`config.mk`:
```
export PLATFORM = sky130hd
export DESIGN_NAME = ysyx_23060208_rd_arbiter
export DESIGN_NICKNAME = d
export VERILOG_FILES = /design/src/rtl/ysyx_23060208_rd_arbiter.sv
export SDC_FILE = /design/constraint.sdc
export NUM_CORES = 1
export LEC_CHECK = 0
export BUFFER_PORTS_ARGS = -buffer_cell sky130_fd_sc_hd__buf_4
export CORE_MARGIN = 3
export CORE_UTILIZATION = 39
export DETAILED_ROUTE_END_ITERATION = 10
export PLACE_DENSITY_LB_ADDON = 0.08
export SETUP_SLACK_MARGIN = 0.02
export SYNTH_ARGS = -nofsm -noshare
export SYNTH_HDL_FRONTEND = slang
export SYNTH_SLANG_ARGS = --single-unit
```
`constraint.sdc`:
```
create_clock -name clk -period 2.2 [get_ports clk]
set_clock_uncertainty 0.05 [all_clocks]
set_input_delay 0.55 -clock clk [delete_from_list [all_inputs] [get_ports clk]]
set_output_delay 0.55 -clock clk [all_outputs]
set_load 0.02 [all_outputs]
```
`src/rtl/ysyx_23060208_rd_arbiter.sv`:
```
// Two-master read arbiter for the shared SRAM read port.
// The IFU (M0) and the LSU (M1) compete for one AXI-lite AR/R slave.
// Only one transaction is in flight at a time. Ties go round-robin.
// The grant is held from the AR accept until the R handshake.
module ysyx_23060208_rd_arbiter #(
  parameter int DATA_WIDTH = 32
) (
  input  logic                  clk,
  input  logic                  rst,
  // M0: instruction fetch
  input  logic [DATA_WIDTH-1:0] ifu_araddr,
  input  logic                  ifu_arvalid,
  output logic                  ifu_arready,
  output logic [DATA_WIDTH-1:0] ifu_rdata,
  output logic [1:0]            ifu_rresp,
  output logic                  ifu_rvalid,
  input  logic                  ifu_rready,
  // M1: load/store unit
  input  logic [DATA_WIDTH-1:0] lsu_araddr,
  input  logic                  lsu_arvalid,
  output logic                  lsu_arready,
  output logic [DATA_WIDTH-1:0] lsu_rdata,
  output logic [1:0]            lsu_rresp,
  output logic                  lsu_rvalid,
  input  logic                  lsu_rready,
  // Shared SRAM read port
  output logic [DATA_WIDTH-1:0] mem_araddr,
  output logic                  mem_arvalid,
  input  logic                  mem_arready,
  input  logic [DATA_WIDTH-1:0] mem_rdata,
  input  logic [1:0]            mem_rresp,
  input  logic                  mem_rvalid,
  output logic                  mem_rready,
  // One-hot current owner {M1,M0}. Reads 00 while idle.
  output logic [1:0]            arb_grant
);

  typedef enum logic [1:0] {
    IDLE,
    ADDR,
    RESP
  } state_t;

  state_t     state;
  logic [1:0] owner;
  // last_grant is 1 when M1 won the previous transaction and 0 when M0 did.
  logic       last_grant;
  logic       pick_ifu;
  logic       pick_lsu;
  logic       in_idle;
  logic       in_resp;

  assign in_idle = (state == IDLE);
  assign in_resp = (state == RESP);

  // A lone requester wins outright; on a tie the master that did not win last time wins
  always_comb begin
    pick_ifu = ifu_arvalid & (~lsu_arvalid | last_grant);
    pick_lsu = lsu_arvalid & (~ifu_arvalid | ~last_grant);
  end

  // arready is gated by rst so that no handshake can be offered while reset is held
  assign ifu_arready = rst & in_idle & pick_ifu;
  assign lsu_arready = rst & in_idle & pick_lsu;

  assign ifu_rdata   = mem_rdata;
  assign lsu_rdata   = mem_rdata;
  assign ifu_rvalid  = in_resp & owner[0] & mem_rvalid;
  assign lsu_rvalid  = in_resp & owner[1] & mem_rvalid;
  assign ifu_rresp   = (in_resp & owner[0]) ? mem_rresp : 2'b00;
  assign lsu_rresp   = (in_resp & owner[1]) ? mem_rresp : 2'b00;
  assign mem_rready  = in_resp & ((owner[0] & ifu_rready) | (owner[1] & lsu_rready));
  assign arb_grant   = owner;

  // Arbitration FSM: accept a master in IDLE, present its address in ADDR, return data in RESP
  always_ff @(posedge clk or negedge rst) begin
    if (!rst) begin
      state       <= IDLE;
      mem_arvalid <= 1'b0;
      mem_araddr  <= '0;
      owner       <= 2'b00;
      last_grant  <= 1'b1;
    end else begin
      case (state)
        IDLE: begin
          if (pick_ifu) begin
            mem_araddr  <= ifu_araddr;
            mem_arvalid <= 1'b1;
            owner       <= 2'b01;
            state       <= ADDR;
          end else if (pick_lsu) begin
            mem_araddr  <= lsu_araddr;
            mem_arvalid <= 1'b1;
            owner       <= 2'b10;
            state       <= ADDR;
          end
        end
        ADDR: begin
          if (mem_arready) begin
            mem_arvalid <= 1'b0;
            state       <= RESP;
          end
        end
        RESP: begin
          if (mem_rvalid && mem_rready) begin
            last_grant <= owner[1];
            owner      <= 2'b00;
            state      <= IDLE;
          end
        end
        default: begin
          state       <= IDLE;
          mem_arvalid <= 1'b0;
          owner       <= 2'b00;
        end
      endcase
    end
  end

endmodule

```
Word level (Yosys, flattened, before mapping). Cells that the tools add are included.

Output and inout bits: 108. Input port bits: 106. Bits in registers: 38.

Mux-type cells: 16. Reduce and logical (&&, ||, !) cells: 8. Eq/ne operators: 5. Bitwise operators: 20.

Operator list (count): 32-bit 2-to-1 mux (2); 2-bit 2-to-1 mux (8); 1-bit AND (12); 2-bit case mux with 3 select lines (2); 3-bit AND reduction (3); 1-bit NOT (5); 2-bit AND reduction (2); 1-bit 2-to-1 mux (3); 3-bit inequality test (second input constant) (1); 1-bit OR (3); 1-bit case mux with 3 select lines (1); 2-bit by 1-bit == test with 1-bit output (second input constant) (1); 2-bit == test (second input constant) (1); 2-bit zero test (1); 2-bit by 1-bit inequality test with 1-bit output (second input constant) (1); 2-bit inequality test (second input constant) (1); 2-bit nonzero test (1); 1-bit logical AND (1).

Logic depth before layout (Yosys ltp).
Depth after elaboration: 6. Mapped depth: 7. Depth with buffers taken out: 3.

Worst setup path before layout. OpenSTA, ideal clock, no wires.

Path type: flip-flop to output port. Start point: register state[0]. End point: output lsu_arready. Setup slack: 270 ps. Cell stages (with the launch flop): 5. Arrival: 1330 ps. Cell sequence: dfrtp_1 > buf_2 > nor2_2 > clkbuf_1 > and3_1.

Word-level cells in the longest chain between the ends: 3.

Ends and longest elaborated chain: start, declared (line 44) `state_t state;`; start signal, assigned (line 78) `state <= IDLE;`; start signal, assigned (line 90) `state <= ADDR;`; start signal, assigned (line 95) `state <= ADDR;`; 2-bit zero test (line 53) `assign in_idle = (state == IDLE);`; 1-bit AND (2 in a row) (line 64) `assign lsu_arready = rst & in_idle & pick_lsu;`; end, declared (line 21) `output logic lsu_arready,`.

Every way passes these cells.

Worst setup path after layout.
Start point: register last_grant. End point: output ifu_arready.

Word-level cells in the longest chain between the ends: 3.

Ends and longest elaborated chain: start, declared (line 47) `logic last_grant;`; start signal, assigned (line 106) `last_grant <= owner[1];`; 1-bit OR (line 58) `pick_ifu = ifu_arvalid & (~lsu_arvalid | last_grant);`; 1-bit AND (line 58); 1-bit AND (line 63) `assign ifu_arready = rst & in_idle & pick_ifu;`; end, declared (line 13) `output logic ifu_arready,`.

Every way passes these cells.

==> impl_metrics.tcl <==
set metrics [dict create \
    synth.distinct_cells 32 \
    antenna_found_initial 0 \
    synth_edf_count 0 \
    grt_max_degree 39 \
    end_kind "primary output" \
    multi_input_area_um2 962 \
    synthTopCellsByArea "dfrtp_1 36%, buf_4 19%, a21oi_1 6.5%" \
    n_fill_cell 628 \
    outcome "completed" \
    coreArea_mm2 0.00613 \
    cts_buffers 5 \
    hold_class "input port to async pin" \
    drt_wl_total_mm 7.55 \
    setup_viol 0 \
    yosysSeqAreaShare_pct 37.4 \
    pre_cts_ws_ns 0.307 \
    track_usage_pct 19.5 \
    seqCellArea_um2 952 \
    gp_congestion 0.807 \
    met3_length_um 725 \
    slew_headroom_pct 66.3 \
    syn_area_mm2 0.00254 \
    hpwlAfterDp_mm 5.20 \
    grt_pass1_vias 2233 \
    wl_met2_mm 3.77 \
    route.detailed.drc 0 \
    leakagePower_uw 0.00137 \
    syn_inst 295 \
    cp.required_ns 1.60 \
    cts_max_path_buffers 2 \
    ctsHoldBuffers 0 \
    mostFrequentLayoutCell "buf_4" \
    ys_warn_count 0 \
    rsz0062_at_grt "false" \
    fin_nets 444 \
    cts.sinks 38 \
    async_flop_share_pct 100 \
    clk_latency_ns 0.28 \
    slew_violations 0 \
    post_cts_buffers 0 \
    setup_slack_ns 0.133 \
    drt_iter0_drc 84 \
    overflow 0 \
    final_hold_viol_count 0 \
    dr.pass1.iters 4 \
    min_period_ns 2.07 \
    portBuffers 117 \
    vdd_drop_max_mv 0.645 \
    fmax_mhz 484 \
    startpoint_type "flip-flop" \
    diodes 0 \
    crit_arrival_ns 1.47 \
    layout_common_cells "127 x buf_4, 37 x dfrtp_1, 33 x o21ai_0, 33 x a21oi_1, 32 x nand3_1" \
    wl_per_cell_um 18.3 \
    worstSetupPathType "flip-flop to primary output" \
    cts_tree "done" \
    power_density_mw_per_mm2 1280 \
    syn_nets 401 \
    clk_pin_slew_ns 0.08 \
    die_x_um 86.8 \
    period_share_pct 94.0 \
    highest_layer "met4" \
    dr_total_vias 2261 \
    synth_ff_type "dfrtp_1" \
    via_per_inst 5.47 \
    setup_tns_ns 0 \
    synth_top_area_cell "dfrtp_1" \
    placement_rows 28 \
    pin_count 214 \
    critPathMaxFanout 4 \
    met1Wirelength_mm 3.02 \
    cts_root_buffer "clkbuf_8" \
    drive_above_1_share_pct 42.6 \
    cap_viol_max_count 0 \
    yosysTopAreaCellShare_pct 36.4 \
    die_h_um 86.8 \
    syn_area_per_cell_um2 8.62 \
    htree_levels 2 \
    antenna_left 0 \
    dieArea_mm2 0.00753 \
    max_slew.worst_pin.slew_ns 0.506 \
    initial_core_util_pct 41.5 \
    power_uw 3900 \
    ys_ff_latch 38 \
    grt_pass1_wl_mm 11.6 \
    synthToLayoutAreaGrowth_pct 19.7 \
]
-- worst max-delay path, stage by stage (launching register included) --
cell and delay, ns:
dfstp_2 0.55, and2b_1 0.19, nor2_1 0.12, and3_1 0.19
buf_4 0.14
-- metal layers --
metal | track usage (%) | vias up
li1 | - | 1070
met1 | 23.9 | 1067
met2 | 33.9 | 120
met3 | 5.51 | 4
met4 | 4.67 | 0
met5 | 0 | -
-- Yosys cell counts (all sizes together) (2+ instances only) --
| library cell | n |
|---|---|
| dfrtp | 37 |
| a221o | 2 |
| a21oi | 33 |
| o21ai | 33 |
| inv | 2 |
| nand2b | 2 |
| clkbuf | 18 |
| nor2 | 4 |
| buf | 73 |
| a31oi | 32 |
| nand3 | 32 |
| and2 | 3 |
| nor3b | 2 |
| nor2b | 2 |
| and3 | 8 |
-- final timing paths --
path                        startpoint       endpoint  slack [ns]  depth (start not counted)
setup / recovery            last_grant    ifu_arready        0.13                          4
hold / removal                     rst  mem_araddr[6]        0.28                          2
setup reg to reg              state[0]  mem_araddr[5]        0.38                          4
hold reg to reg            mem_arvalid    mem_arvalid        0.47                          2
max in group asynchronous          rst     last_grant        1.45                          2
min in group clk           mem_arready       state[0]        0.41                          2
-- area by class of cell --
cell class	instances	area share, %
inverter	2	0.247
sequential	38	31.3
tap	75	3.08
clock buffer	7	2.51
timing repair buffer	127	31.3
multi-input combinational	164	31.6
-- stage by stage --
| step | hold slack [ns] | std cells | utilization (%) | cell area [um2] |
|---|---|---|---|---|
| detailed placement | 0.463 | 406 | 48.4 | 2970 |
| floorplan | 0.204 | 295 | - | 2540 |
| CTS | 0.297 | 413 | 49.7 | 3050 |
| global route | 0.310 | 413 | 49.7 | 3050 |
| finish | 0.278 | 413 | 49.7 | 3050 |
| global placement | 0.460 | 406 | 48.4 | 2970 |
-- sequential cells by signal (all words and copies together), names as in the netlist --
| signal | cells |
|---|---|
| last_grant | 1 |
| mem_arvalid | 1 |
| arb_grant | 2 |
| mem_araddr | 32 |
| state | 2 |
-- logic make-up after synthesis --
group                  count (synthesis)  synth area share (%)
AO/OA/AOI/OAI                        105                  24.7
buffers and inverters                 93                  24.8
flip-flops                            38                  37.4
multiplexers                           1                 0.443
AND/OR/NAND/NOR                       58                  12.5
-- report_power, final --
group          internal, uW  switching, uW
Combinational           913           1230
Sequential             1060            248
Clock                   219            237
-- timing repair --
item,CTS,global route
resized for setup,1,0
endpoints found under the hold margin,0,0
setup endpoints to repair,1,0
(Power assumes the default switching activity.)
